File: src/rtl/hex_pkg.sv
// Shared hex-grid constants and pipeline stage bundles.
// Also used by the rasterizer, so constants live here rather than locally.
package hex_pkg;

   localparam int COORD_W        = 32;
   localparam int FRAC_BITS      = 16;
   localparam int SQRT3_HALF_Q16 = 56756;
   localparam int TERM_W         = COORD_W + 2;
   localparam int PROD_W         = 64;

   typedef struct packed {
      logic [COORD_W-1:0]       size;
      logic signed [TERM_W-1:0] q3;
      logic signed [TERM_W-1:0] t;
   } s1_t;

   typedef struct packed {
      logic signed [PROD_W-1:0] xp;
      logic signed [PROD_W-1:0] yp;
   } s2_t;

   typedef struct packed {
      logic signed [COORD_W-1:0] x;
      logic signed [COORD_W-1:0] y;
      logic                      clip;
   } s3_t;

endpackage

File: src/rtl/hex_pipe_reg.sv
// One valid/data pipeline stage; loads whenever empty or draining.
// Data is held while stalled so downstream sees stable values.
module hex_pipe_reg #(
   parameter int W = 8
) (
   input  logic         clk,
   input  logic         reset,
   input  logic         up_valid,
   input  logic [W-1:0] up_data,
   input  logic         down_ready,
   output logic         valid,
   output logic [W-1:0] data,
   output logic         ready
);

   assign ready = !valid || down_ready;

   always_ff @(posedge clk or posedge reset) begin
      if (reset) begin
         valid <= 1'b0;
         data  <= '0;
      end else if (ready) begin
         valid <= up_valid;
         if (up_valid)
            data <= up_data;
      end
   end

endmodule

File: src/rtl/hex_to_pixel_mapper.sv
// Axial hex coordinate to pixel centre, 3-stage valid/ready pipeline.
// S1: 3q and 2r+q, S2: scale by size, S3: Q16 sqrt(3)/2, shifts, clip.
module hex_to_pixel_mapper
   import hex_pkg::*;
#(
   parameter int SCREEN_W = 640,
   parameter int SCREEN_H = 480
) (
   input  logic                      clk,
   input  logic                      reset,
   input  logic                      in_valid,
   output logic                      in_ready,
   input  logic signed [COORD_W-1:0] hex_q,
   input  logic signed [COORD_W-1:0] hex_r,
   input  logic [COORD_W-1:0]        hex_size,
   output logic                      out_valid,
   input  logic                      out_ready,
   output logic signed [COORD_W-1:0] pix_x,
   output logic signed [COORD_W-1:0] pix_y,
   output logic                      clip,
   output logic [15:0]               out_count
);

   localparam logic signed [PROD_W-1:0] K = PROD_W'(SQRT3_HALF_Q16);

   s1_t  s1_d, s1_q;
   s2_t  s2_d, s2_q;
   s3_t  s3_d, s3_q;
   logic v1, v2, v3;
   logic rdy1, rdy2, rdy3;
   logic run;

   logic signed [TERM_W-1:0] qe, re;
   logic signed [PROD_W-1:0] sz, q3w, tw;
   logic signed [PROD_W-1:0] xp, yk;
   logic signed [COORD_W-1:0] px, py;

   // Holds in_ready low through reset and until the first edge after it.
   always_ff @(posedge clk or posedge reset) begin
      if (reset)
         run <= 1'b0;
      else
         run <= 1'b1;
   end

   assign in_ready = run && rdy1;

   always_comb begin
      qe = {{2{hex_q[COORD_W-1]}}, hex_q};
      re = {{2{hex_r[COORD_W-1]}}, hex_r};
      s1_d      = '0;
      s1_d.size = hex_size;
      s1_d.q3   = qe + (qe <<< 1);
      s1_d.t    = (re <<< 1) + qe;
   end

   always_comb begin
      sz  = {{(PROD_W-COORD_W){1'b0}}, s1_q.size};
      q3w = {{(PROD_W-TERM_W){s1_q.q3[TERM_W-1]}}, s1_q.q3};
      tw  = {{(PROD_W-TERM_W){s1_q.t[TERM_W-1]}}, s1_q.t};
      s2_d    = '0;
      s2_d.xp = sz * q3w;
      s2_d.yp = sz * tw;
   end

   // Arithmetic shifts floor toward -inf; clip uses signed compares.
   always_comb begin
      xp = s2_q.xp;
      yk = s2_q.yp * K;
      px = COORD_W'(xp >>> 1);
      py = COORD_W'(yk >>> FRAC_BITS);
      s3_d      = '0;
      s3_d.x    = px;
      s3_d.y    = py;
      s3_d.clip = (px < 0) || (px >= SCREEN_W) ||
                  (py < 0) || (py >= SCREEN_H);
   end

   hex_pipe_reg #(.W($bits(s1_t))) u_s1 (
      .clk        (clk),
      .reset      (reset),
      .up_valid   (in_valid && run),
      .up_data    (s1_d),
      .down_ready (rdy2),
      .valid      (v1),
      .data       (s1_q),
      .ready      (rdy1)
   );

   hex_pipe_reg #(.W($bits(s2_t))) u_s2 (
      .clk        (clk),
      .reset      (reset),
      .up_valid   (v1),
      .up_data    (s2_d),
      .down_ready (rdy3),
      .valid      (v2),
      .data       (s2_q),
      .ready      (rdy2)
   );

   hex_pipe_reg #(.W($bits(s3_t))) u_s3 (
      .clk        (clk),
      .reset      (reset),
      .up_valid   (v2),
      .up_data    (s3_d),
      .down_ready (out_ready),
      .valid      (v3),
      .data       (s3_q),
      .ready      (rdy3)
   );

   assign out_valid = v3;
   assign pix_x     = s3_q.x;
   assign pix_y     = s3_q.y;
   assign clip      = s3_q.clip;

   always_ff @(posedge clk or posedge reset) begin
      if (reset)
         out_count <= '0;
      else if (out_valid && out_ready)
         out_count <= out_count + 16'd1;
   end

endmodule

File: config.mk
export PLATFORM = sky130hd
export DESIGN_NAME = hex_to_pixel_mapper
export DESIGN_NICKNAME = d
export VERILOG_FILES = /design/src/rtl/hex_pkg.sv /design/src/rtl/hex_pipe_reg.sv /design/src/rtl/hex_to_pixel_mapper.sv
export SDC_FILE = /design/constraint.sdc
export NUM_CORES = 2
export LEC_CHECK = 0
export ABC_AREA = 1
export BUFFER_PORTS_ARGS = -buffer_cell sky130_fd_sc_hd__buf_4
export CORE_ASPECT_RATIO = 1.25
export CORE_UTILIZATION = 60
export CTS_BUF_LIST = sky130_fd_sc_hd__clkbuf_2 sky130_fd_sc_hd__clkbuf_4 sky130_fd_sc_hd__clkbuf_8
export DETAILED_ROUTE_END_ITERATION = 8
export PLACE_DENSITY = 0.88
export SETUP_SLACK_MARGIN = 0.02
export SYNTH_ARGS = -nofsm -noshare
export SYNTH_HDL_FRONTEND = slang
export SYNTH_SLANG_ARGS = --single-unit
export TNS_END_PERCENT = 20
File: constraint.sdc
create_clock -name clk -period 15.3 [get_ports clk]
set_clock_uncertainty 0.1 [all_clocks]
set_input_delay 4.59 -clock clk [delete_from_list [all_inputs] [get_ports clk]]
set_output_delay 4.59 -clock clk [all_outputs]
set_load 0.02 [all_outputs]
==> impl_metrics.env <==
export IMPL_status="complete, no violations"
export IMPL_place_area_mm2=0.0735
export IMPL_crit_arrival_ps=5350
export IMPL_ff2ff_path_depth=25
export IMPL_root_buffer="clkbuf_8"
export IMPL_final_antenna_net_count=0
export IMPL_post_drt_wl_per_cell_um=18.6
export IMPL_fmax_mhz=99.6
export IMPL_syn_nets=11100
export IMPL_slowest_delay_ps=140
export IMPL_core_mm2=0.117
export IMPL_cts_resized=0
export IMPL_hold_path_startpoint="out_count[15]"
export IMPL_die_y_um=387
export IMPL_syn_inst=9017
export IMPL_grt_max_degree=105
export IMPL_cp_start_kind="input port"
export IMPL_crit_path_end_kind="output port"
export IMPL_crit_top_cell="nand2_1"
export IMPL_ys_ff_latch=261
export IMPL_cap_violations=0
export IMPL_num_rows=140
export IMPL_yosysSeqAreaShare_pct=9.19
export IMPL_ioPinCount=183
export IMPL_clock_path_buffers=3
export IMPL_mostFrequentLayoutCell="inv_1"
export IMPL_start_util_pct=60.8
export IMPL_place_hpwl_mm=160
export IMPL_final_cell_mix="2543 x inv_1, 2516 x nand2_1, 1513 x fa_1"
export IMPL_place_gp_congestion=0.974
export IMPL_hold_path_class="register to register"
export IMPL_cts_tree="done"
export IMPL_hold_viol=0
export IMPL_final_max_slew_viol_count=0
export IMPL_rsz0062_at_grt="false"
export IMPL_r2r_slack_ps=7130
export IMPL_avgViaCountPerCell=5.53
export IMPL_nets=11100
export IMPL_async_reset_ff_share_pct=100
export IMPL_period_share_pct=65.6
export IMPL_tightest_slew_ps=1270
export IMPL_whs_path_depth=1
export IMPL_crit_slowest_cell="buf_4"
export IMPL_cts_buffers=48
export IMPL_synth_edf_count=0
export IMPL_area_delta_synth_final_pct=4.94
export IMPL_vias=58400
export IMPL_antenna_found_initial=3
export IMPL_worst_setup_path_type="input port to output port"
export IMPL_clk_latency_ps=750
export IMPL_die_w_um=310
export IMPL_grt_overflow=0
export IMPL_cp_cell_sequence="buf_4 -> inv_1 -> nand2_1 -> nor2_1 -> nand2_1 -> nand2_1 -> inv_1 -> buf_4"
export IMPL_fill_cells=9494
export IMPL_synth_cell_type_count=65
export IMPL_crit_buf_inv=4
export IMPL_grtUsageTotal_pct=34.2
export IMPL_drc=0
export IMPL_tns_ps=0
export IMPL_timing_rr_start="u_s1.data[10]"
export IMPL_slew_headroom_pct=15.2
export IMPL_path_clk_slew_ps=60
export IMPL_final_area_mm2=0.0746
export IMPL_ys_warn_count=0
export IMPL_first_pass_iters=8
export IMPL_ys_flop_type="dfrtp_1"
export IMPL_critPathTopFamily="simple AND/OR/NAND/NOR gates"
export IMPL_htree_levels=2
export IMPL_critPathRequiredTime_ps=10610
export IMPL_setup_violations=0
export IMPL_synthesis_area_mm2=0.0711
export IMPL_crit_path_max_fanout=3
export IMPL_grt_pass1_vias=65100
export IMPL_post_cts_buffers=0
export IMPL_drt_iter0_drc=4447
export IMPL_holdBufCountCts=0
export IMPL_routed_wl_mm=196
export IMPL_syn_area_per_cell_um2=7.88
export IMPL_grt_pass1_wl_mm=321
export IMPL_cts_sinks=261
export IMPL_die_area_mm2=0.120
export IMPL_timing_rr_end="u_s2.data[40]"
export IMPL_drive_above_1_share_pct=5.18
export IMPL_whs_endpoint="out_count[15]"
export IMPL_portBuffers=182
export IMPL_finalCriticalPeriod_ps=10040
## kinds of logic (layout without fill, tap and decap cells)
kind of cell               count (synthesis)  in the layout  synth area share [%]
and+or+nand+nor                         3120           3120                  17.5
buffers and inverters                   2918           2889                  15.5
adders and majority gates               2004           2004                  51.2
AOI/OAI and AO/OA                        527            527                  4.29
DFF                                      261            261                  9.19
xor gates and xnor gates                 186            186                  2.33
other                                      1              4               0.00527
## sequential cells by signal, summed over array words and instances, names as in the netlist
signal,cells
out_count,16
u_s3.data,65
u_s3.valid,1
u_s1.data,98
u_s2.data,78
u_s2.valid,1
run,1
u_s1.valid,1
## worst max-delay path by stage
stage / slack [ps] / endpoint / startpoint / depth (start not counted)
4_1_cts: 5250 / in_ready / out_ready / 8
3_3_place_gp: 5190 / in_ready / out_ready / 8
5_1_grt: 5130 / in_ready / out_ready / 8
3_5_place_dp: 5250 / in_ready / out_ready / 8
2_1_floorplan: 3430 / out_count[0] / reset / 1
6_report: 5260 / in_ready / out_ready / 8
## per-layer routing
layer | wire, um | share of wire [%] | vias to the layer above | GRT usage, %
li1 | - | - | 25600 | -
met1 | 65500 | 33 | 28500 | 37.4
met2 | 99400 | 51 | 3084 | 59.6
met3 | 16000 | 8.2 | 1106 | 6.31
met4 | 15400 | 7.9 | 2 | 23.3
met5 | 10 | 0.0051 | - | 0
## stage by stage
stage / instances / utilization, % / setup WS [ps] / hold WS [ps]
after floorplan: 9017 / - / 3430 / 342
after global placement: 10500 / 62.9 / 5190 / 354
after detailed placement: 10500 / 62.9 / 5250 / 363
after CTS: 10600 / 63.8 / 5250 / 375
after global routing: 10600 / 63.8 / 5130 / 395
final: 10600 / 63.8 / 5260 / 369
## cell usage after synthesis, types with 11 or more instances
master	count	area share [%]
a21o_1	12	0.13
nor2_2	19	0.17
o31ai_1	13	0.14
a21oi_2	11	0.14
o21bai_1	28	0.30
fa_1	1513	43
nor4_1	14	0.12
buf_1	70	0.37
o21ai_0	175	1.2
dfrtp_1	261	9.2
nand3b_1	13	0.14
nand3_1	162	1.1
clkbuf_1	268	1.4
nor3_1	32	0.23
nand2_2	25	0.22
ha_1	491	8.6
nor2_1	249	1.3
a31oi_1	57	0.50
nand4_1	38	0.33
xor2_1	81	1.0
o21ai_1	14	0.099
xnor2_1	101	1.2
inv_1	2545	13
nand2_1	2519	13
a21oi_1	172	1.2
or2_2	25	0.22
buf_2	24	0.17
## cell type report
class	count	area (um2)	area share, %
sequential	261	6550	8.78
clock inverter	12	125	0.168
timing repair buffer	253	1900	2.55
clock buffer	73	923	1.24
tap	1562	1950	2.62
inverter	2551	9580	12.8
multi-input combinational	5838	53600	71.8
antenna	3	7.51	0.0101
Power is left out: the tool's default activity adds up to more than one toggle a clock period on the data nets, which glitch-free logic cannot reach.
